[src/rtl/serial_alu_seq.sv]
// Bit-serial ALU sequencer.
// One aluslice instance processes the operands one bit per cycle, LSB first.
// The slice carry-out is held in a register and fed back as the next bit's
// carry-in. After WIDTH bit-cycles the result, zero, carry and overflow are
// published and held.

// One-bit ALU slice with optional input inversion.
// sel: 0/1 sum, 2 xor, 3 sum (set-less-than fix-up happens in the sequencer),
// 4/6 nor, 5/7 nand. With both inputs inverted, nor gives AND and nand gives OR.
module aluslice (
    input  logic       a,
    input  logic       b,
    input  logic       cin,
    input  logic       invta,
    input  logic       invtb,
    input  logic [2:0] sel,
    output logic       result,
    output logic       cout
);

    logic ai;
    logic bi;
    logic sum;

    // Conditional inversion, full adder and per-opcode result mux.
    always_comb begin
        ai   = a ^ invta;
        bi   = b ^ invtb;
        sum  = ai ^ bi ^ cin;
        cout = (ai & bi) | (ai & cin) | (bi & cin);
        unique case (sel)
            3'd0, 3'd1, 3'd3: result = sum;
            3'd2:             result = ai ^ bi;
            3'd4, 3'd6:       result = ~(ai | bi);
            default:          result = ~(ai & bi);
        endcase
    end

endmodule

module serial_alu_seq #(
    parameter int WIDTH = 32,
    parameter int CNTW  = $clog2(WIDTH)
) (
    input  logic             clk,
    input  logic             reset_n,
    input  logic             start,
    input  logic [2:0]       cmd,
    input  logic [WIDTH-1:0] a,
    input  logic [WIDTH-1:0] b,
    output logic             busy,
    output logic             done,
    output logic [WIDTH-1:0] result,
    output logic             zero,
    output logic             carryout,
    output logic             overflow
);

    localparam logic [2:0] CMD_ADD = 3'd0;
    localparam logic [2:0] CMD_SUB = 3'd1;
    localparam logic [2:0] CMD_SLT = 3'd3;
    localparam logic [2:0] CMD_AND = 3'd4;
    localparam logic [2:0] CMD_OR  = 3'd7;

    typedef enum logic [1:0] {
        S_IDLE = 2'd0,
        S_RUN  = 2'd1,
        S_DONE = 2'd2
    } state_t;

    state_t            state_reg;
    state_t            state_next;

    logic [WIDTH-1:0]  a_reg;
    logic [WIDTH-1:0]  b_reg;
    logic [2:0]        cmd_reg;
    logic              carry_reg;
    logic [CNTW-1:0]   idx_reg;
    logic [WIDTH-1:0]  shift_reg;
    logic [WIDTH-1:0]  result_reg;
    logic              zero_reg;
    logic              carryout_reg;
    logic              overflow_reg;

    logic              accept;
    logic              last_bit;
    logic              slice_invta;
    logic              slice_invtb;
    logic              slice_res;
    logic              slice_cout;
    logic              carry_init;
    logic              ovf_raw;
    logic [WIDTH-1:0]  final_res;

    // Slice controls come from the latched opcode so input changes mid-run are harmless.
    always_comb begin
        slice_invta = (cmd_reg == CMD_AND) || (cmd_reg == CMD_OR);
        slice_invtb = (cmd_reg == CMD_SUB) || (cmd_reg == CMD_SLT) ||
                      (cmd_reg == CMD_AND) || (cmd_reg == CMD_OR);
        carry_init  = (cmd == CMD_SUB) || (cmd == CMD_SLT);
    end

    aluslice u_slice (
        .a      (a_reg[idx_reg]),
        .b      (b_reg[idx_reg]),
        .cin    (carry_reg),
        .invta  (slice_invta),
        .invtb  (slice_invtb),
        .sel    (cmd_reg),
        .result (slice_res),
        .cout   (slice_cout)
    );

    // Final-bit bookkeeping: MSB carry-in is the carry register during the last bit.
    always_comb begin
        accept    = start && (state_reg != S_RUN);
        last_bit  = (state_reg == S_RUN) && (idx_reg == CNTW'(WIDTH - 1));
        ovf_raw   = carry_reg ^ slice_cout;
        final_res = shift_reg;
        final_res[WIDTH-1] = slice_res;
        if (cmd_reg == CMD_SLT) begin
            final_res = {{(WIDTH-1){1'b0}}, slice_res ^ ovf_raw};
        end
    end

    // State register.
    always_ff @(posedge clk) begin
        if (!reset_n) begin
            state_reg <= S_IDLE;
        end else begin
            state_reg <= state_next;
        end
    end

    // Next-state logic.
    always_comb begin
        state_next = state_reg;
        unique case (state_reg)
            S_RUN:   state_next = last_bit ? S_DONE : S_RUN;
            default: state_next = accept ? S_RUN : S_IDLE;
        endcase
    end

    // Operand latch, bit-serial datapath and flag publication.
    always_ff @(posedge clk) begin
        if (!reset_n) begin
            a_reg        <= '0;
            b_reg        <= '0;
            cmd_reg      <= '0;
            carry_reg    <= 1'b0;
            idx_reg      <= '0;
            shift_reg    <= '0;
            result_reg   <= '0;
            zero_reg     <= 1'b0;
            carryout_reg <= 1'b0;
            overflow_reg <= 1'b0;
        end else if (accept) begin
            a_reg     <= a;
            b_reg     <= b;
            cmd_reg   <= cmd;
            carry_reg <= carry_init;
            idx_reg   <= '0;
            shift_reg <= '0;
        end else if (state_reg == S_RUN) begin
            shift_reg[idx_reg] <= slice_res;
            carry_reg          <= slice_cout;
            idx_reg            <= idx_reg + 1'b1;
            if (last_bit) begin
                result_reg   <= final_res;
                zero_reg     <= (final_res == '0);
                carryout_reg <= ((cmd_reg == CMD_ADD) || (cmd_reg == CMD_SUB)) & slice_cout;
                overflow_reg <= ((cmd_reg == CMD_ADD) || (cmd_reg == CMD_SUB) ||
                                 (cmd_reg == CMD_SLT)) & ovf_raw;
            end
        end
    end

    assign busy     = (state_reg == S_RUN);
    assign done     = (state_reg == S_DONE);
    assign result   = result_reg;
    assign zero     = zero_reg;
    assign carryout = carryout_reg;
    assign overflow = overflow_reg;

endmodule
[config.mk]
export PLATFORM = sky130hd
export DESIGN_NAME = serial_alu_seq
export DESIGN_NICKNAME = d
export VERILOG_FILES = /design/src/rtl/serial_alu_seq.sv
export SDC_FILE = /design/constraint.sdc
export NUM_CORES = 1
export LEC_CHECK = 0
export ABC_AREA = 1
export BUFFER_PORTS_ARGS = -buffer_cell sky130_fd_sc_hd__buf_2
export CAP_MARGIN = 20
export CORE_UTILIZATION = 30
export DETAILED_ROUTE_END_ITERATION = 8
export GPL_TIMING_DRIVEN = 0
export PLACE_DENSITY = 0.56
export SYNTH_ARGS = -nofsm -noshare
export SYNTH_HDL_FRONTEND = slang
export SYNTH_SLANG_ARGS = --single-unit
export TNS_END_PERCENT = 5
[constraint.sdc]
create_clock -name clk -period 3.8 [get_ports clk]
set_input_delay 0.76 -clock clk [delete_from_list [all_inputs] [get_ports clk]]
set_output_delay 0.76 -clock clk [all_outputs]
set_load 0.03 [all_outputs]
* After elaboration in Yosys (flattened, before gate mapping)
Cells that the tools add are included.
Word-level totals: bits in registers 142, input bits 70
Cells by class: mux-type cells 14, $add $sub $neg 1, equal/unequal tests 12, bitwise logic cells 18, reduce and logical (&&, ||, !) cells 17, order comparisons 2
Operators with widths (number):
- 32-bit bitwise mux | 1
- 32-bit logical NOT | 1
- 32-bit 2-to-1 mux | 1
- 1-bit binary-select mux with 5-bit select | 2
- 3-bit by 2-bit == test with 1-bit output, second input constant | 3
- 3-bit == test, second input constant | 3
- 1-bit logical OR | 7
- 3-bit by 1-bit == test with 1-bit output, second input constant | 2
- 5-bit by 6-bit less-than comparator with 1-bit output, second input constant | 1
- 1-bit 2-to-1 mux | 6
- 1-bit XOR | 6
- 5-bit by 1-bit adder with 5-bit output, second input constant | 1
- 1-bit bitwise AND | 5
- 1-bit demux with 5-bit select | 1
- 5-bit == test, second input constant | 1
- 5-bit by 1-bit >= comparator with 1-bit output, second input constant | 1
- 2-bit 2-to-1 mux | 2
- 1-bit NOT | 4
- 2-bit OR reduction | 2
- 1-bit logical AND | 3
- 3-bit logical NOT | 1
- 1-bit bitwise OR | 3
- 1-bit one-hot mux with 3 select lines | 1
- 3-bit AND reduction | 1
- 5 further kinds | 5

* Logic depth before layout (Yosys ltp)
Gate-level depths: netlist of run 1.
depth in word-level cells 12, depth in mapped cells 23, mapped depth without buffers 21

* Hierarchy
From an unflattened synthesis of run 1, not the netlist that was laid out.
Second synthesis, totals: cells, all modules 798, area total of the unflattened synthesis 6022.0 µm²
By module, submodules not included:
- serial_alu_seq | area each 5890.6 µm², sequential area each 2822.7 µm², times used 1, cells each 765
- aluslice | area each 131.4 µm², sequential area each 0.0 µm², times used 1, cells each 33

* Worst setup path after synthesis of run 1
No wires, ideal clock.
kind register to register, start point reg idx_reg[0], end point reg zero_reg (netlist: zero), stages on the path, launching flop included 22, arrival 2315 ps, path slack 1373 ps, path through dfxtp_1 buf_6 buf_8 buf_6 nand2_1 nand2_1 nand2_1 nand2_1 nand2_1 nor2_2 nand2_1 nand2_1 nand2_1 fa_1 nand3_1 nand3_1 nand2_2 nand2_1 nand3_1 nand2_1 nand2_1 nand2_1
On the way: longest elaborated chain between the ends 10, elaborated cells between the ends (all ways) 24, those cells by class eq/ne: 1; mux: 6; bitwise: 14; reduce/logical: 3
RTL lines:
- start, declared | line 78 | logic [CNTW-1:0] idx_reg;
- start signal, assigned | line 167 | idx_reg <= idx_reg + 1'b1;
- 1-bit binary-select mux with 5-bit select (on tied branches) | line 104, 105
- 1-bit 2-to-1 mux (on tied branches) | line 104, 105
- 1-bit XOR (on tied branches) | line 27, 28
- 1-bit bitwise AND (on tied branches) | line 30, 35
- 1-bit bitwise OR (2 in a row) | line 30 | cout = (ai & bi) | (ai & cin) | (bi & cin);
- 1-bit XOR | line 118 | ovf_raw = carry_reg ^ slice_cout;
- 1-bit XOR | line 122 | final_res = {{(WIDTH-1){1'b0}}, slice_res ^ ovf_raw};
- 32-bit 2-to-1 mux | line 121 | if (cmd_reg == CMD_SLT) begin
- 32-bit logical NOT | line 170 | zero_reg <= (final_res == '0);
- end signal, assigned | line 170
- end, declared | line 81 | logic zero_reg;
Parallel ways exist; a longest one is shown, timed or not. The select of a mux whose other input is x is not followed. A chain may end at the register's enable or synchronous reset.

* Final worst setup path of run 1
start point reg idx_reg[1], end point reg result_reg[0] (netlist: result[0])
On the way: longest elaborated chain between the ends 9, elaborated cells between the ends (all ways) 23, those cells by class eq/ne: 1; mux: 6; bitwise: 14; reduce/logical: 2
RTL lines:
- 1-bit binary-select mux with 5-bit select (on tied branches) | line 104, 105
- 1-bit 2-to-1 mux (on tied branches) | line 104, 105
- 1-bit XOR (on tied branches) | line 27, 28
- 1-bit bitwise AND (on tied branches) | line 30, 35
- 1-bit bitwise OR (2 in a row) | line 30
- 1-bit XOR | line 118
- 1-bit XOR | line 122
- 32-bit 2-to-1 mux | line 121
- end signal, assigned | line 169 | result_reg <= final_res;
- end, declared | line 80 | logic [WIDTH-1:0] result_reg;
Parallel ways exist; a longest one is shown, timed or not. The select of a mux whose other input is x is not followed.

==> results of run 1 <==
==> critical path, delay by kind of cell, from the launching register on <==
| kind | cells | cell delay [ps] |
|---|---|---|
| adders and majority gates | 1 | 520 |
| buffers and inverters | 2 | 480 |
| DFF | 1 | 350 |
| and+or+nand+nor | 16 | 1460 |
==> per-stage QoR <==
stage	cells	utilization, %	worst slack [ps]	total power, W
floorplan	843	-	1370	0.00189
CTS	1244	38.3	881	0.00367
global route	1244	38.3	633	0.00382
finish	1244	38.3	903	0.00364
global placement	1214	35.5	914	0.00204
detailed placement	1214	35.5	906	0.00204
==> report_power, final <==
group | internal, W | leakage, nW | switching [W]
logic | 0.000160 | 1.89 | 0.000286
clock network | 0.000967 | 0.281 | 0.000662
registers | 0.00154 | 1.15 | 0.0000287
total | 0.00266 | 3.33 | 0.000977
==> final timing paths <==
kind | start | end | slack, ps | cells after the start
worst min register to register | result[8]$_SDFFE_PN0P_ | result[8]$_SDFFE_PN0P_ | 450 | 2
worst max-delay path | idx_reg[1]$_SDFFE_PP0P_ | result[0]$_SDFFE_PN0P_ | 900 | 19
worst min-delay path | result[8]$_SDFFE_PN0P_ | result[8]$_SDFFE_PN0P_ | 450 | 2
worst max register to register | idx_reg[1]$_SDFFE_PP0P_ | result[0]$_SDFFE_PN0P_ | 900 | 19
==> final cells by class <==
class | count | area [um2] | share of cell area (%)
well taps | 265 | 332 | 4.39
multi-input cells | 598 | 2810 | 37.1
inverters | 56 | 210 | 2.78
clock inverters | 12 | 140 | 1.85
repair buffers | 106 | 531 | 7.02
flip-flops and latches | 141 | 2820 | 37.3
plain buffers | 48 | 292 | 3.86
clock buffers | 18 | 429 | 5.68
==> layer usage <==
layer | global-route usage [%] | vias up | wire length [um]
met3 | 3.84 | 12 | 908
met2 | 27.5 | 127 | 7940
met5 | 0 | - | 0
met1 | 24.3 | 2601 | 8970
met4 | 5.59 | 0 | 213
li1 | - | 3012 | -
==> cell families after synthesis <==
| group | share of synthesized area, % |
|---|---|
| AO/OA/AOI/OAI | 19.9 |
| flip-flops | 46.1 |
| AND/OR/NAND/NOR | 23.9 |
| buffers and inverters | 8.19 |
| XOR/XNOR | 0.143 |
| adder cells (fa/ha/maj) | 1.76 |
==> synthesized netlist by cell type (all sizes together) <==
library cell	instances
nor2	194
nand2	144
dfxtp	141
o21ai	132
a21oi	64
inv	55
buf	27
nand3	24
a32o	21
clkbuf	21
ha	7
nor3	5
o211ai	2
clkinv	1
fa	1
o22ai	1
o41ai	1
or2	1
xnor2	1
==> metrics, run 1 <==
outcome finished clean; total core area between 0.015 and 0.02 mm2; die width around 140 um; mean routed wirelength per cell 14.5 um; Initial DRC Count ~360; top cell type by total area after synthesis dfxtp_1; number of global-route vias before repair ~5400; syn_nets 921; Period minus WS final 2900 ps; sum of overflow across all layers after global routing 0; maximum clock path buffer count 2; sequence of cells on the critical path buf_2, buf_2, nor2_1, nand2_1, nand2_1, nand2_1, nand2_1, nor2_2, nand2_1, nand2_1, nand2_1, fa_1, nand3_1, nand3_1, nand2_2, nand2_1, nand3_1, nand3_1, nand2_1; worst endpoint required time 4110 ps; Initial Util between 30% and 40%; startpoint kind of the worst setup timing path flop; number of ports placed on the die boundary approximately 110; fill cell instance count of the final layout around 2100; total die area roughly 0.021 mm2; cells taking the most area after synthesis dfxtp_1 (46%), nor2_1 (11%), o21ai_0 (10%); worst path arrival time about 3200 ps; count of synthesis-stage warnings from yosys 0; Max Freq ~0.35 GHz; leading cell types in the layout, fill and taps excluded nor2_1 (187), nand2_1 (141), dfxtp_1 (141); number of vias after detailed routing approximately 5800; RSZ-0062 raised after global routing false; clock-pin transition on the worst setup and hold timing paths 60 ps; post-detailed-route DRC marker count 0; slowest stage cell, crit path fa_1; input/output buffers roughly 110; total number of clock tree sinks between 100 and 150; power density over the cells a little under 500 mW/mm2; Max stage delay on crit path between 500 and 600 ps; Max Clock Skew around 9.0 ps; library cell used as clock root buffer clkbuf_16; Post-Syn Instances 843; share of layout cells above drive strength 1 18.3%; Avg Cell Area, Syn 7.27 um2; worst hold slack around 450 ps; CTS hold repair buffers 0; number of vias per cell after detailed routing roughly 4.6; final instance area approximately 0.0076 mm2; MaxCap Viol Count 0; commonest non-fill, non-tap cell in the layout nor2_1; slew margin rel. approximately 56%; wire length of the first global-routing pass roughly 29 mm; post-synth top area share 46.1%; total of cells resized after clock tree synthesis 0; final wirelength between 15 and 20 mm; Cell variety after synth 29; final-report setup violation count 0; net total in the final layout between 1000 and 1500; sum of negative setup slack 0 ps; Placement Cell Area about 0.0070 mm2; sequential share of the synthesized area roughly 46%; placer's final routability congestion estimate roughly 0.85; path category of the worst min-delay check flop to flop; Layout area overhead 23.4%; clock buffers created by TritonCTS 17; Setup Fix Bufs, Post-CTS 0; FP Rows 51; post-route clock period utilization 76.2%; later-pin clock latency in the skew report between 400 and 500 ps; detailed placement HPWL between 10 and 15 mm; maximum VDD drop 0.282 mV; Hold Violations, Final 0; cell area after synthesis ~0.0061 mm2; number of antenna violations at the first check in global routing 0; H-tree lvl count 4; actual transition at the worst max-transition pin approximately 660 ps; CP Max Fanout 10; clock tree from TritonCTS built; critical path capture point type flop; First-pass DRT Iterations 5; count of antenna diodes in the layout 0; count of final max-slew check failures 0; Yosys reg bits roughly 140; category of the critical setup timing path flop to flop; die extent in y 145 um; overall routing resource usage about 18%; leakage power of the design roughly 3.3 nW; Final ANT Viol Nets 0; maximum number of pins on one net before global-route repair 17; cell repeated most along the worst path nand2_1
No activity file was read; power rests on OpenSTA's default activity.
==> run 2, diff against run 1 <==
- ABC_AREA: 1 -> 0
- PLACE_DENSITY: 0.56 -> 0.58
- clock period: 3.8 -> 2.5 ns (I/O delays scaled with it)
==> run 2 against run 1 <==
Compared with the run above: the flow now finishes with violations (setup timing); sequential share of layout area down 2.1 points; fmax down 8.2%; clock power up 70%; sequential power up 50%; non-clock buffer count up 13; global-route usage down 0.70 points; synthesized cell count down 14%; clock skew down 1.2 ps; count of clock-buffer cells in the layout up 4; largest power group unchanged.
==> metrics, run 2 <==
outcome finished with violations; failing checks setup timing; sum of overflow across all layers after global routing 0 (unchanged); reg-to-reg slack, setup -660 ps (-1560 ps); startpoint of the most critical register-to-register path idx_reg[1]$_SDFFE_PP0P_; count of final max-slew check failures 0 (unchanged); final wirelength 17.5 mm (-3.0%); H-tree lvl count 4 (unchanged); slew margin rel. 62.4% (+6.2 points); share of total power in the clock network 48.5% (+3.8 points); CTS hold repair buffers 0 (unchanged); worst endpoint required time 2850 ps (-1260 ps); Max Clock Skew 7.71 ps (-1.24 ps); overall power 0.00571 W (+57%); clock-pin transition on the worst setup and hold timing paths 60 ps (about the same); mean routed wirelength per cell 15.3 um (+5.6%); Cell variety after synth 50 (+72%); startpoint kind of the worst setup timing path flop; share of flip-flops with an asynchronous set or reset 0% (unchanged); Sequential Area 0.00283 mm2 (+0.13%); FP Rows 52 (+2.0%); critical path capture point zero$_SDFFE_PN0P_; actual transition at the worst max-transition pin 564 ps (-92.9 ps); category of the critical setup timing path flop to flop; count of antenna diodes in the layout 0 (unchanged); wire length of the first global-routing pass 28.0 mm (-3.6%); cell area after synthesis 0.00622 mm2 (+1.5%); arithmetic-cell share of the synthesized area counting full adders, half adders and majority gates 1.73% (-0.026 points); cells taking the most area after synthesis dfxtp_1 (45%), nand2_1 (11%), a21boi_0 (8.2%); fraction of the mapped netlist area in simple logic gates 20.0% (-3.9 points); Final ANT Viol Nets 0 (unchanged); fill cell instance count of the final layout 2120 (+0.76%); post-route clock period utilization 126% (+50 points); leading cell types in the layout, fill and taps excluded nand2_1 (184), dfxtp_1 (138), buf_2 (122); Max Freq 0.317 GHz (-8.2%); Layout Utilization 39.6% (+1.2 points); clock buffers created by TritonCTS 17 (unchanged); post-synth top area share 45.4% (-0.69 points); CP Max Fanout 10 (unchanged); die extent in y 146 um (+0.75%); number of vias per cell after detailed routing 4.75 (+2.7%); xor/xnor share of the synthesized area 1.13% (+0.98 points); placer's final routability congestion estimate 0.832 (-1.7%); top cell type by total area after synthesis dfxtp_1; path category of the worst min-delay check input port to flop; dominant register cell in the synthesized netlist dfxtp_1; maximum number of pins on one net before global-route repair 17 (unchanged); most common cell in the netlist nand2_1; First-pass DRT Iterations 8 (+3); post-detailed-route DRC marker count 0 (unchanged); area fraction in compound gates after synthesis 21.7% (+1.8 points); R2R Path End zero$_SDFFE_PN0P_; MaxCap Viol Count 0 (unchanged); clock tree from TritonCTS built; worst setup margin -657 ps (-1560 ps); multiplexer area fraction after synthesis 5.23% (+5.2 points); total core area 0.0203 mm2 (+3.0%); share of layout cells above drive strength 1 23.7% (+5.4 points); final-report setup violation count 35 (+35); library cell used as clock root buffer clkbuf_16; Period minus WS final 3160 ps (+260 ps); Initial Util 30.7% (-0.43 points); die width 146 um (+0.75%); sequential share of the synthesized area 45.4% (-0.69 points); Commonest cells post-synth nand2_1 (184), dfxtp_1 (141), a21boi_0 (68); R2R cell count 14 (-5); number of ports placed on the die boundary 107 (unchanged); power density over the cells 711 mW/mm2 (+48%); sequential power share 41.4% (-1.6 points); combined area of the multi-input logic cells 0.00326 mm2 (+16%); detailed placement HPWL 12.5 mm (-6.7%); total die area 0.0213 mm2 (+1.5%); largest family of logic cells by synthesized area compound AO/OA/AOI/OAI gates; syn_nets 806 (-12%); net total in the final layout 938 (-10%); Post-Syn Instances 728 (-14%); combinational fraction of design power 10.1% (-2.1 points); internal power 0.00436 W (+64%); Initial DRC Count 426 (+18%); Hold Violations, Final 0 (unchanged); number of antenna violations at the first check in global routing 0 (unchanged); switching power total 0.00135 W (+38%); crit path from idx_reg[1]$_SDFFE_PP0P_; maximum clock path buffer count 2 (unchanged); count of synthesis-stage warnings from yosys 0 (unchanged); switching portion of total power 23.6% (-3.2 points); overall routing resource usage 17.0% (-0.70 points); maximum VDD drop 0.418 mV (+48%); critical path capture point type flop; Avg Cell Area, Syn 8.55 um2 (+18%); RSZ-0062 raised after global routing true; input/output buffers 105 (-0.94%); leakage power of the design 3.07 nW (-7.5%); later-pin clock latency in the skew report 430 ps (about the same); number of global-route vias before repair 5220 (-3.2%); min-delay src b[12]; number of vias after detailed routing 5430 (-5.6%); Yosys reg bits 141 (unchanged); Layout area overhead 29.0%; number of enable flip-flop cells after synthesis 0 (unchanged); total number of clock tree sinks 141 (unchanged); worst path arrival time 3500 ps (+290 ps); commonest non-fill, non-tap cell in the layout nand2_1
==> run 2: kinds of logic (layout without fill, tap and decap cells) <==
group / count (synthesis) / after routing
AND/OR/NAND/NOR: 284 / 284
AO/OA/AOI/OAI: 194 / 194
flip-flops: 141 / 141
buffers and inverters: 61 / 206
multiplexers: 32 / 32
adder cells (fa/ha/maj): 8 / 8
XOR/XNOR: 8 / 8
==> run 2: per-layer routing <==
metal,track usage [%],routed length [um],up-vias
li1,-,-,2784
met1,21.7,8290,2507
met2,28.0,8300,127
met3,5.41,725,12
met4,3.85,177,0
met5,0,0,-
==> run 2: critical path: stages, from the launching register on <==
cell,delay (ps)
dfxtp_2,350
buf_8,150
buf_8,170
mux2i_2,260
o22ai_1,140
o21ai_1,190
nand3_2,150
xnor2_2,190
fa_1,490
nor2_2,150
o21ai_2,70
and3_1,200
buf_6,140
o31a_1,250
o31ai_2,170
==> run 2: cell type report <==
cell class	instances	area share (%)
multi-input combinational	526	40.5
sequential	141	35.2
timing repair buffer	113	7.59
clock buffer	22	5.66
tap	270	4.21
buffer	54	4.13
clock inverter	10	2.34
inverter	7	0.327
==> run 2: how the worst min path moves through the flow <==
stage	endpoint	slack, ps	depth (start not counted)
6_report	b_reg[12]$_SDFFE_PN0P_	310	3
4_1_cts	b_reg[14]$_SDFFE_PN0P_	300	3
2_1_floorplan	a_reg[0]$_SDFFE_PN0P_	440	2
3_3_place_gp	zero$_SDFFE_PN0P_	440	2
5_1_grt	b_reg[14]$_SDFFE_PN0P_	290	3
3_5_place_dp	overflow$_SDFFE_PN0P_	450	1
==> run 2: repair_timing <==
action	in CTS	in global routing
pin swaps	7	12
setup buffers	5	2
resized for setup	29	17
gates cloned	1	0
endpoints found under the setup margin	37	67
==> run 2: stage by stage <==
step,instance area (um2),instances,worst slack [ps],setup TNS (ps),hold WS [ps]
floorplan,6250,728,-345,-9090,443
global placement,7110,1103,-847,-27850,444
detailed placement,7110,1103,-854,-28360,450
CTS,7940,1141,-661,-20400,299
global route,8030,1143,-773,-23900,291
finish,8030,1143,-657,-18890,312
==> run 2: power by group through the flow <==
stage	logic (W)	clock network [W]	registers, W
after CTS	0.000550	0.00281	0.00236
after global placement	0.000514	0	0.00240
after global routing	0.000640	0.00294	0.00237
final	0.000577	0.00277	0.00236
after detailed placement	0.000516	0	0.00240
after floorplan	0.000343	0	0.00239
==> run 3, diff against run 2 <==
- CORE_ASPECT_RATIO: default -> 0.9
- HOLD_SLACK_MARGIN: default -> 0.12
==> run 3 against run 2 <==
Compared with the run above: the flow still finishes with violations (setup timing); sequential power about the same; die area about the same; fmax increased by 0.37%; count of clock-buffer cells in the layout decreased by 3; sequential share of layout area decreased by 0.16 points; worst hold slack improved by 5.6 ps; via count increased by 1.4%; register-to-register slack about the same; critical endpoint is now shift_reg[4]$_SDFFE_PP0P_; final area increased by 0.55%; clock skew increased by 1.3 ps; critical path type unchanged; power decreased by 2.7%.
==> metrics, run 3 (same netlist as run 2, synthesis figures left out) <==
clock tree from TritonCTS built; CP Max Fanout 10 (unchanged); number of antenna violations at the first check in global routing 0 (unchanged); share of layout cells above drive strength 1 26.2% (+2.5 points); Hold Violations, Final 0 (unchanged); number of standard cells in the final layout excluding fillers 1129 (-1.2%); Max Clock Skew 8.99 ps (+1.28 ps); maximum VDD drop 0.381 mV (-8.9%); net total in the final layout 939 (+0.11%); clock buffers created by TritonCTS 17 (unchanged); total core area 0.0202 mm2 (-0.63%); Max Freq 0.318 GHz (+0.37%); startpoint kind of the worst setup timing path flop; routed length on met2 7.81 mm (-6.0%); leading cell types in the layout, fill and taps excluded nand2_1 (181), dfxtp_1 (138), buf_2 (121); Placement Cell Area 0.00709 mm2 (-0.26%); later-pin clock latency in the skew report 430 ps (about the same); worst path arrival time 3500 ps (about the same); sum of overflow across all layers after global routing 0 (unchanged); failing checks setup timing; total die area 0.0213 mm2 (about the same); wl on met1 8.45 mm (+2.0%); Initial Util 30.9% (+0.20 points); MaxCap Viol Count 0 (unchanged); number of global-route vias before repair 5206 (-0.27%); FP Rows 49 (-5.8%); die width 154 um (+5.3%); Routed met3 length 811 um (+12%); maximum clock path buffer count 2 (unchanged); count of antenna diodes in the layout 0 (unchanged); input/output buffers 105 (unchanged); First-pass DRT Iterations 5 (-3); Layout area overhead 29.7%; post-detailed-route DRC marker count 0 (unchanged); worst endpoint required time 2850 ps (about the same); clock-pin transition on the worst setup and hold timing paths 60 ps (about the same); outcome finished with violations; final-report setup violation count 35 (unchanged); slew margin rel. 57.3% (-5.1 points); final wirelength 17.3 mm (-1.2%); number of ports placed on the die boundary 107 (unchanged); category of the critical setup timing path flop to flop; wire length of the first global-routing pass 27.4 mm (-2.0%); power density over the cells 688 mW/mm2 (-3.3%); RSZ-0062 raised after global routing true; placer's final routability congestion estimate 0.788 (-5.3%); worst setup margin -645 ps (+11.7 ps); post-route clock period utilization 126% (-0.47 points); leakage power of the design 3.09 nW (+0.40%); Period minus WS final 3150 ps (-11.7 ps); die extent in y 139 um (-5.1%); H-tree lvl count 4 (unchanged); number of vias per cell after detailed routing 4.88 (+2.6%); count of final max-slew check failures 0 (unchanged); maximum number of pins on one net before global-route repair 17 (unchanged); detailed placement HPWL 12.3 mm (-1.3%); post-placement setup slack -777 ps (+77.4 ps); number of vias after detailed routing 5504 (+1.4%); final instance area 0.00807 mm2 (+0.55%); critical path capture point type flop; Initial DRC Count 379 (-11%); commonest non-fill, non-tap cell in the layout nand2_1; path category of the worst min-delay check input port to flop; actual transition at the worst max-transition pin 641 ps (+76.8 ps); mean routed wirelength per cell 15.3 um (about the same); total placed cells including tap cells 1088 (-1.4%); Final ANT Viol Nets 0 (unchanged); top routing layer used met4; total number of clock tree sinks 141 (unchanged); library cell used as clock root buffer clkbuf_16; overall routing resource usage 16.4% (-0.64 points)
run 3: cell count changes in the layout (fill, tap and decap cells not counted), moves of 3 or more:
| cell | previous run | this run |
|---|---|---|
| nand2_1 | 184 | 181 |
| a21oi_1 | 33 | 21 |
| a21oi_2 | 2 | 14 |
| clkbuf_1 | 24 | 21 |
run 3: cell type report:
class	count	area [um2]
fill	2037	12100
multi-input combinational	526	3330
sequential	141	2830
timing repair buffer	115	637
clock buffer	19	443
buffer	53	327
tap	255	319
clock inverter	13	165
inverter	7	26.3
run 3: path summary, 6_finish.rpt:
| kind | endpoint | slack, ps | start | cells past startpoint |
|---|---|---|---|---|
| max | shift_reg[4]$_SDFFE_PP0P_ | -650 | idx_reg[1]$_SDFFE_PP0P_ | 14 |
| max reg2reg | shift_reg[4]$_SDFFE_PP0P_ | -650 | idx_reg[1]$_SDFFE_PP0P_ | 14 |
| min | b_reg[8]$_SDFFE_PN0P_ | 320 | b[8] | 3 |
| min reg2reg | result[30]$_SDFFE_PN0P_ | 460 | result[30]$_SDFFE_PN0P_ | 2 |
run 3: per-stage QoR:
stage	power, W	setup TNS (ps)	hold WS, ps	utilization (%)
3_3_place_gp	0.00291	-24200	442	35.2
2_1_floorplan	0.00273	-9090	443	-
4_1_cts	0.00554	-20440	305	38.7
3_5_place_dp	0.00291	-24580	449	35.2
5_1_grt	0.00575	-23650	322	40.0
6_report	0.00555	-19850	318	40.0
run 3: power by group:
group	internal, W	leakage [nW]	total [W]	switching [W]
sequential	0.00231	1.15	0.00236	0.0000458
clock	0.00160	0.286	0.00261	0.00101
combinational	0.000246	1.65	0.000585	0.000339
run 3: routing by layer:
| layer | vias to the layer above | track usage [%] |
|---|---|---|
| met5 | - | 0 |
| met4 | 0 | 5.00 |
| met3 | 18 | 4.25 |
| met2 | 158 | 25.6 |
| met1 | 2540 | 22.0 |
| li1 | 2788 | - |
run 3: critical path, stage by stage (launching register included):
cell and delay (ps):
dfxtp_4 360, buf_12 140, buf_6 110, mux2_4 290
a41o_1 190, a21oi_2 150, nand4_2 170, xnor2_2 210
fa_1 560, nor2_2 50, o21ai_2 150, and3_4 280
buf_4 190, nand2_1 80, a21oi_1 130
run 3: repair_timing:
item	CTS	global route
resized for setup	21	50
pin swaps	4	16
cloned	0	3
endpoints found under the setup margin	37	66
hold buffers	0	0
buffers inserted	2	5
